===== config.mk =====
export PLATFORM = sky130hd
export DESIGN_NAME = dma_cmd_queue
export DESIGN_NICKNAME = d
export VERILOG_FILES = /design/src/rtl/dma_pkg.sv /design/src/rtl/cmd_fifo.sv /design/src/rtl/dma_cmd_queue.sv
export SDC_FILE = /design/constraint.sdc
export NUM_CORES = 1
export LEC_CHECK = 0
export BUFFER_PORTS_ARGS = -buffer_cell sky130_fd_sc_hd__buf_2
export CORE_ASPECT_RATIO = 0.6
export CORE_MARGIN = 8
export CORE_UTILIZATION = 24
export DETAILED_ROUTE_END_ITERATION = 10
export SKIP_CTS_REPAIR_TIMING = 1
export SLEW_MARGIN = 20
export SYNTH_ARGS = -nofsm -noshare
export SYNTH_HDL_FRONTEND = slang
export SYNTH_SLANG_ARGS = --single-unit

===== constraint.sdc =====
create_clock -name clk -period 3.95 [get_ports clk]
set_input_delay 0 -clock clk [delete_from_list [all_inputs] [get_ports clk]]
set_output_delay 0 -clock clk [all_outputs]
set_load 0.03 [all_outputs]

===== src/rtl/dma_pkg.sv =====
// Shared types for the DMA descriptor queue: descriptor payload and sequencer states.
package dma_pkg;

   localparam int unsigned DMA_ADDR_W = 8;
   localparam int unsigned DMA_SIZE_W = 8;

   typedef struct packed {
      logic [DMA_ADDR_W-1:0] src;
      logic [DMA_ADDR_W-1:0] dst;
      logic [DMA_SIZE_W-1:0] size;
   } dma_cmd_t;

   typedef enum logic [1:0] {
      IDLE,
      LAUNCH,
      WAIT
   } dma_q_state_t;

endpackage


===== src/rtl/cmd_fifo.sv =====
// Descriptor FIFO: synchronous write, registered pointers/flags, head shown combinationally.
module cmd_fifo
   import dma_pkg::*;
#(
   parameter int unsigned DEPTH = 4
) (
   input  logic                     clk,
   input  logic                     rst,
   input  logic                     push,
   input  dma_cmd_t                 wdata,
   input  logic                     pop,
   output dma_cmd_t                 rdata,
   output logic                     full,
   output logic                     empty,
   output logic [$clog2(DEPTH):0]   count
);

   localparam int unsigned AW = $clog2(DEPTH);
   localparam int unsigned CW = AW + 1;

   dma_cmd_t        mem_q [DEPTH];
   logic [AW-1:0]   wr_ptr_q, wr_ptr_d;
   logic [AW-1:0]   rd_ptr_q, rd_ptr_d;
   logic [CW-1:0]   count_q, count_d;
   logic            full_q, full_d;
   logic            empty_q, empty_d;
   logic            wr_en;
   logic            rd_en;

   // Full is judged on the current occupancy, so a same-cycle pop never frees room for a push.
   always_comb begin
      wr_en    = push && !full_q;
      rd_en    = pop && !empty_q;
      wr_ptr_d = wr_en ? wr_ptr_q + AW'(1) : wr_ptr_q;
      rd_ptr_d = rd_en ? rd_ptr_q + AW'(1) : rd_ptr_q;
      count_d  = count_q + CW'(wr_en) - CW'(rd_en);
      full_d   = (count_d == CW'(DEPTH));
      empty_d  = (count_d == '0);
   end

   always_ff @(posedge clk or posedge rst) begin
      if (rst) begin
         wr_ptr_q <= '0;
         rd_ptr_q <= '0;
         count_q  <= '0;
         full_q   <= 1'b0;
         empty_q  <= 1'b1;
      end else begin
         wr_ptr_q <= wr_ptr_d;
         rd_ptr_q <= rd_ptr_d;
         count_q  <= count_d;
         full_q   <= full_d;
         empty_q  <= empty_d;
      end
   end

   // Storage needs no reset; occupancy is tracked by the pointers and count.
   always_ff @(posedge clk) begin
      if (wr_en) begin
         mem_q[wr_ptr_q] <= wdata;
      end
   end

   assign rdata = mem_q[rd_ptr_q];
   assign full  = full_q;
   assign empty = empty_q;
   assign count = count_q;

endmodule


===== src/rtl/dma_cmd_queue.sv =====
// Descriptor queue and sequencer: pops queued copy descriptors and launches the copier
// one at a time, waiting for each finished rise before starting the next.
module dma_cmd_queue
   import dma_pkg::*;
#(
   parameter int unsigned DEPTH  = 4,
   parameter int unsigned ADDR_W = 8,
   parameter int unsigned SIZE_W = 8
) (
   input  logic                     clk,
   input  logic                     rst,
   input  logic                     push,
   input  logic [ADDR_W-1:0]        push_src,
   input  logic [ADDR_W-1:0]        push_dst,
   input  logic [SIZE_W-1:0]        push_size,
   output logic                     full,
   output logic [$clog2(DEPTH):0]   count,
   output logic                     overflow,
   output logic [ADDR_W-1:0]        src_addr,
   output logic [ADDR_W-1:0]        dst_addr,
   output logic [SIZE_W-1:0]        copy_size,
   output logic                     start,
   input  logic                     finished,
   output logic                     busy,
   output logic                     done,
   output logic [7:0]               done_cnt
);

   dma_cmd_t            wdata;
   dma_cmd_t            head;
   logic                fifo_full;
   logic                fifo_empty;
   logic                pop;

   dma_q_state_t        state_q, state_d;
   logic [ADDR_W-1:0]   src_q, src_d;
   logic [ADDR_W-1:0]   dst_q, dst_d;
   logic [SIZE_W-1:0]   size_q, size_d;
   logic                start_q, start_d;
   logic                busy_q, busy_d;
   logic                done_q, done_d;
   logic [7:0]          done_cnt_q, done_cnt_d;
   logic                overflow_q, overflow_d;
   logic                finished_q, finished_d;

   always_comb begin
      wdata.src  = DMA_ADDR_W'(push_src);
      wdata.dst  = DMA_ADDR_W'(push_dst);
      wdata.size = DMA_SIZE_W'(push_size);
   end

   cmd_fifo #(
      .DEPTH (DEPTH)
   ) u_fifo (
      .clk   (clk),
      .rst   (rst),
      .push  (push),
      .wdata (wdata),
      .pop   (pop),
      .rdata (head),
      .full  (fifo_full),
      .empty (fifo_empty),
      .count (count)
   );

   // Sequencer next state; zero-length descriptors retire directly from IDLE without a launch.
   always_comb begin
      state_d    = state_q;
      src_d      = src_q;
      dst_d      = dst_q;
      size_d     = size_q;
      done_d     = 1'b0;
      done_cnt_d = done_cnt_q;
      pop        = 1'b0;
      overflow_d = overflow_q | (push & fifo_full);
      finished_d = finished;

      case (state_q)
         IDLE: begin
            if (!fifo_empty) begin
               pop = 1'b1;
               if (head.size != '0) begin
                  src_d   = ADDR_W'(head.src);
                  dst_d   = ADDR_W'(head.dst);
                  size_d  = SIZE_W'(head.size);
                  state_d = LAUNCH;
               end else begin
                  done_d     = 1'b1;
                  done_cnt_d = done_cnt_q + 8'd1;
               end
            end
         end
         LAUNCH: begin
            state_d = WAIT;
         end
         WAIT: begin
            // Only a fresh rise counts; a level held over from the last transfer is ignored.
            if (finished && !finished_q) begin
               done_d     = 1'b1;
               done_cnt_d = done_cnt_q + 8'd1;
               state_d    = IDLE;
            end
         end
         default: begin
            state_d = IDLE;
         end
      endcase

      start_d = (state_d == LAUNCH);
      busy_d  = (state_d != IDLE);
   end

   always_ff @(posedge clk or posedge rst) begin
      if (rst) begin
         state_q    <= IDLE;
         src_q      <= '0;
         dst_q      <= '0;
         size_q     <= '0;
         start_q    <= 1'b0;
         busy_q     <= 1'b0;
         done_q     <= 1'b0;
         done_cnt_q <= '0;
         overflow_q <= 1'b0;
         finished_q <= 1'b0;
      end else begin
         state_q    <= state_d;
         src_q      <= src_d;
         dst_q      <= dst_d;
         size_q     <= size_d;
         start_q    <= start_d;
         busy_q     <= busy_d;
         done_q     <= done_d;
         done_cnt_q <= done_cnt_d;
         overflow_q <= overflow_d;
         finished_q <= finished_d;
      end
   end

   assign full      = fifo_full;
   assign overflow  = overflow_q;
   assign src_addr  = src_q;
   assign dst_addr  = dst_q;
   assign copy_size = size_q;
   assign start     = start_q;
   assign busy      = busy_q;
   assign done      = done_q;
   assign done_cnt  = done_cnt_q;

endmodule

======== After elaboration in Yosys (flattened, before gate mapping) ========
Memories as Yosys holds them, arrays and structs flattened.
Cells that the tools add are included.
word-level totals
  memories kept ........................... 1
  memory bits (writable) .................. 96
  output and inout port bits .............. 40
  bits in registers ....................... 48
  logic and storage cells ................. 60
memory list
  memory        depth  width  rd ports  clocked after Yosys merged registers in  write ports  line            source
  u_fifo.mem_q  4      24     1         0                                        1            cmd_fifo.sv:21  dma_cmd_t mem_q [DEPTH];
cells by class
  bitwise gates (word level) .............. 3
  eq/ne operators ......................... 7
  $add $sub $neg .......................... 5
  mux-type cells .......................... 16
  reductions and logical operators ........ 13
operators with widths
  cell                                                 count
  2-to-1 mux 8 bit                                     3
  one-hot mux 8 bit (2 select lines)                   1
  adder 8 x 1 -> 8 bit, second input constant          1
  nonzero test 8 bit                                   1
  2-to-1 mux 1 bit                                     7
  2-to-1 mux 2 bit                                     3
  inequality test 2 bit, second input constant         3
  one-hot mux 2 bit (3 select lines)                   1
  adder 2 x 1 -> 2 bit, second input constant          2
  equality test 2 x 1 -> 1 bit, second input constant  2
  AND reduction 4 bit                                  1
  nonzero test 2 bit                                   2
  adder 3 x 1 -> 3 bit                                 1
  equality test 3 bit, second input constant           1
  logical AND 1 bit                                    3
  zero test 1 bit                                      3
  zero test 3 bit                                      1
  AND reduction 3 bit                                  1
  subtractor 3 x 1 -> 3 bit                            1
  equality test 2 bit, second input constant           1
  zero test 2 bit                                      1
  one-hot mux 1 bit (2 select lines)                   1
  bitwise AND 1 bit                                    1
  NOT 1 bit                                            1
  bitwise OR 1 bit                                     1

======== Logic depth before layout (Yosys ltp) ========
An unclocked memory read counts as a cell.
  depth in word-level cells ............... 6
  gate-level depth with buffers ........... 10

======== Hierarchy ========
From an unflattened synthesis, not the netlist that was laid out.
unflattened totals
  cell total of the unflattened synthesis .. 263
  area total of the unflattened synthesis .. 5,582.9 µm²
by module, submodules not included
  module         area each (µm²)  instances  cells each  sequential area each (µm²)
  cmd_fifo       3,978.8          1          163         3,109.2
  dma_cmd_queue  1,604.0          1          100         975.9

======== Worst setup path after synthesis ========
No wires, ideal clock.
  path kind ............................... flip-flop to flip-flop
  from .................................... reg u_fifo.empty_q, in the netlist u_fifo.empty
  to ...................................... reg u_fifo.full_q, in the netlist u_fifo.full
  stages on the path, launching flop included .. 11
  path buffers ............................ 1
  arrival ................................. 2,332 ps
  clock period less this slack ............ 2,421 ps
  slack ................................... 1,529 ps
  cells stage by stage .................... dfstp_2 > or3_1 > clkbuf_1 > inv_1 > ha_1 > inv_1 > ha_1 > fa_1 > xor2_1 > xnor2_1 > nor3b_1
between the ends
  word-level cells in the longest chain between the ends .. 5
RTL lines
  what                           line                 source
  from (decl)                    cmd_fifo.sv:26       logic empty_q, empty_d;
  from (signal assigned)         cmd_fifo.sv:53       empty_q <= empty_d;
  2-to-1 mux 1 bit               dma_cmd_queue.sv:80  if (!fifo_empty) begin
  2-to-1 mux 1 bit               dma_cmd_queue.sv:78  case (state_q)
  logical AND 1 bit (*)          cmd_fifo.sv:33       rd_en = pop && !empty_q;
  via u_fifo.rd_en               cmd_fifo.sv:28       logic rd_en;
  subtractor 3 x 1 -> 3 bit (*)  cmd_fifo.sv:36       count_d = count_q + CW'(wr_en) - CW'(rd_en);
  via u_fifo.count_d[2]          cmd_fifo.sv:24       logic [CW-1:0] count_q, count_d;
  equality test 3 bit (*)        cmd_fifo.sv:37       full_d = (count_d == CW'(DEPTH));
  via u_fifo.full_d              cmd_fifo.sv:25       logic full_q, full_d;
  to (signal assigned)           cmd_fifo.sv:52       full_q <= full_d;
  to (decl)                      cmd_fifo.sv:25
The timed path passes the listed nets; every way through them passes the cells marked *.
A chain may end at the register's enable or synchronous reset.

======== Final worst setup path ========
  from .................................... reg u_fifo.rd_ptr_q[0]
  to ...................................... reg src_q[6], in the netlist src_addr[6]
between the ends
  word-level cells in the longest chain between the ends .. 3
RTL lines
  what                           line                  source
  from (decl)                    cmd_fifo.sv:23        logic [AW-1:0] rd_ptr_q, rd_ptr_d;
  from (signal assigned)         cmd_fifo.sv:50        rd_ptr_q <= rd_ptr_d;
  memory read (4 x 24 bit) (*)   n/a
  nonzero test 8 bit             dma_cmd_queue.sv:82   if (head.size != '0) begin
  AND reduction 3 bit (no line)  n/a
  to (signal assigned)           dma_cmd_queue.sv:127  src_q <= src_d;
  to (decl)                      dma_cmd_queue.sv:36   logic [ADDR_W-1:0] src_q, src_d;
Every way passes the cells marked *; elsewhere a longest branch is shown, timed or not.

==> metrics.cfg <==
[run_status]
status = complete, no violations

[global_route]
antenna_found_initial = 1
grt_pass1_wl_um = 19400
grt.total_usage_pct = 8.98
overflow = 0
grt_pass1_vias = 3147
grt_max_degree = 49

[synthesis]
synth-main-ff-cell = edfxtp_1
yosysSeqAreaShare_pct = 71.8
netlist_area_um2 = 5690
yosysUniqueCellTypes = 45
synth_warnings = 0
yosysMostFrequentCell = edfxtp_1
synth_edf_count = 96
synthCells = 295
synth.top_cell.area_share_pct = 50.6
syn-num-nets = 331
synthArstFlopShare_pct = 33.3
synth_seq_cells = 144
synth_common_cells = edfxtp_1 (96), dfrtp_1 (47), mux4_2 (24), mux2_4 (18), inv_1 (10)
post-synth-top-area-cell = edfxtp_1
avgSynthCellArea_um2 = 19.3
synth_area_leaders = edfxtp_1 (51%), dfrtp_1 (21%), mux4_2 (9.5%)

[routing]
post_drt_wl_per_cell_um = 17.3
wl_um = 12700
vias = 3100
drcViolationCount = 0
viasPerCell = 4.23
drt_iter0_drc = 136
dr.pass1.iters = 4
drtAntennaViolNets = 0

[clocking]
clk_latency_ns = 0.42
clockRootBuffer = clkbuf_16
cts-buffers-inserted = 17
clock-sinks = 144
clk_pin_slew_ns = 0.06
cts_tree = yes
clock_path_buffers = 2
h-tree-depth = 4

[sta]
fmax_mhz = 333
tns_ns = 0
final-max-slew-violation-count = 0
timing.hold.ws_ns = 0.295
hold_violations = 0
setup_viol = 0
layout_min_cycle_time_ns = 3.00
finalCritPeriodShare_pct = 76.0
worst_pin_slew_ns = 0.847
slew_headroom_pct = 42.8
finClkSkew_ns = 0.0102
grt_setup_unrepaired = false

[setup_path]
path_depth = 5
r2r_cells = 5
critPathMaxStageDelay_ns = 0.74
arrival_ns = 3.31
worstPathCellList = mux4_2 -> nor4_2 -> a21oi_4 -> buf_16 -> mux2_4
crit_path_max_fanout = 18
setup.worst_path.end_class = flop
critPathBufInv = 1
slowest_stage = dfrtp_2
cp-start-kind = flop
crit_required_ns = 4.26
crit_family = multiplexers
critical_path_class = reg -> reg

[finish]
nets = 438
multiInputGateArea_um2 = 1490
final-seq-area_um2 = 4090
synthToLayoutAreaGrowth_pct = 29.2
final.fill_count = 2250
fin_cells = 732
final_area_um2 = 7360
layout-drive-gt1-share_pct = 39.3

[min_path]
min_path_type = in -> async

[die]
die-area_um2 = 29100
die-height_um = 135
die_w_um = 215
placementRows = 43
core_area_um2 = 23200
initial_utilization_pct = 24.6
ioPinCount = 68

[run]
drv_cap = 0

[power]
vdd_drop_max_mv = 0.338
p_leak_nw = 2.73
p_per_area_nw_per_um2 = 832

[placed_design]
dp.cells = 671
dp_hpwl_um = 8430
place_area_um2 = 6430
place.gp.congestion = 0.718
io_buffers = 67

stage by stage:
stage               total power, mW  setup slack (ns)  utilization, %
floorplan                      3.79              1.53               -
global placement               4.32              1.03            27.6
detailed placement             4.41             0.920            27.7
CTS                            6.20             0.903            30.5
global route                   6.44             0.731            31.7
finish                         6.12             0.950            31.7
cells by family after synthesis:
| kind of cell | synth area share [%] |
|---|---|
| AND/OR/NAND/NOR | 4.62 |
| AO/OA/AOI/OAI | 2.86 |
| multiplexers | 15.8 |
| adder cells (fa/ha/maj) | 1.89 |
| flip-flops | 71.8 |
| XOR/XNOR | 0.923 |
| buffers and inverters | 2.13 |
worst paths after layout:
kind / from / end / slack [ns]
worst max-delay path: u_fifo.rd_ptr_q[0] / src_addr[6] / 0.95
worst min-delay path: rst / u_fifo.count[0] / 0.30
worst max register to register: u_fifo.rd_ptr_q[0] / src_addr[6] / 0.95
worst min register to register: overflow / overflow / 0.47
max in group asynchronous: rst / u_fifo.rd_ptr_q[0] / 3.17
min in group clk: finished / finished_q / 0.30
per-layer routing:
layer	vias up	GRT usage [%]	wire length, µm
met2	119	13.9	5860
met3	10	3.77	1080
li1	1387	-	-
met5	-	0	0
met4	0	2.85	93
met1	1584	11.4	5660
sequential cells by signal (all words and copies together) (netlist names):
register and cells:
u_fifo.mem_q 96, copy_size 8, done_cnt 8, dst_addr 8, src_addr 8, u_fifo.count 3, state_q 2, u_fifo.rd_ptr_q 2
u_fifo.wr_ptr_q 2, busy 1, done 1, finished_q 1, overflow 1, start 1, u_fifo.empty 1, u_fifo.full 1
worst min-delay path, cell delays in order:
cell	delay [ns]
dlygate4sd3_1	0.53
buf_2	0.12
inv_2	0.03
buf_4	0.51
area by class of cell:
class | count | share of cell area [%]
clock buffer | 19 | 6.16
sequential | 144 | 55.6
timing repair buffer | 102 | 9.32
multi-input combinational | 127 | 20.3
antenna | 2 | 0.0680
inverter | 10 | 0.510
tap | 315 | 5.36
clock inverter | 13 | 2.72
power by group:
group	total [mW]	switching, mW	leakage (nW)	internal, mW
Clock	1.77	0.660	0.322	1.11
Combinational	2.05	1.12	0.978	0.927
Sequential	2.31	0.270	1.42	2.04
cells in the final DEF, fill, tap and decap left out, types with 2 or more instances in the layout:
cell type | netlist | layout
edfxtp_1 | 96 | 96
buf_2 | 1 | 67
dfrtp_1 | 47 | 46
dlygate4sd3_1 | 0 | 27
mux4_2 | 24 | 24
mux2_4 | 18 | 18
clkbuf_16 | 0 | 17
inv_1 | 10 | 9
mux2_2 | 8 | 8
ha_1 | 7 | 7
buf_4 | 0 | 7
nand3_1 | 6 | 6
o211ai_1 | 6 | 6
nand2_1 | 5 | 5
xnor2_1 | 5 | 5
or4_1 | 4 | 4
o21ai_0 | 4 | 4
and2_1 | 4 | 4
bufinv_16 | 0 | 4
nor2b_1 | 3 | 3
nor3_1 | 3 | 3
clkinv_4 | 0 | 3
inv_6 | 0 | 3
diode_2 | 0 | 2
nor4_2 | 2 | 2
nand4_1 | 2 | 2
nor4_1 | 2 | 2
a21o_1 | 2 | 2
o311ai_1 | 2 | 2
a311o_1 | 2 | 2
inv_8 | 0 | 2
clkbuf_8 | 0 | 2
Power figures use the tool's default switching activity.
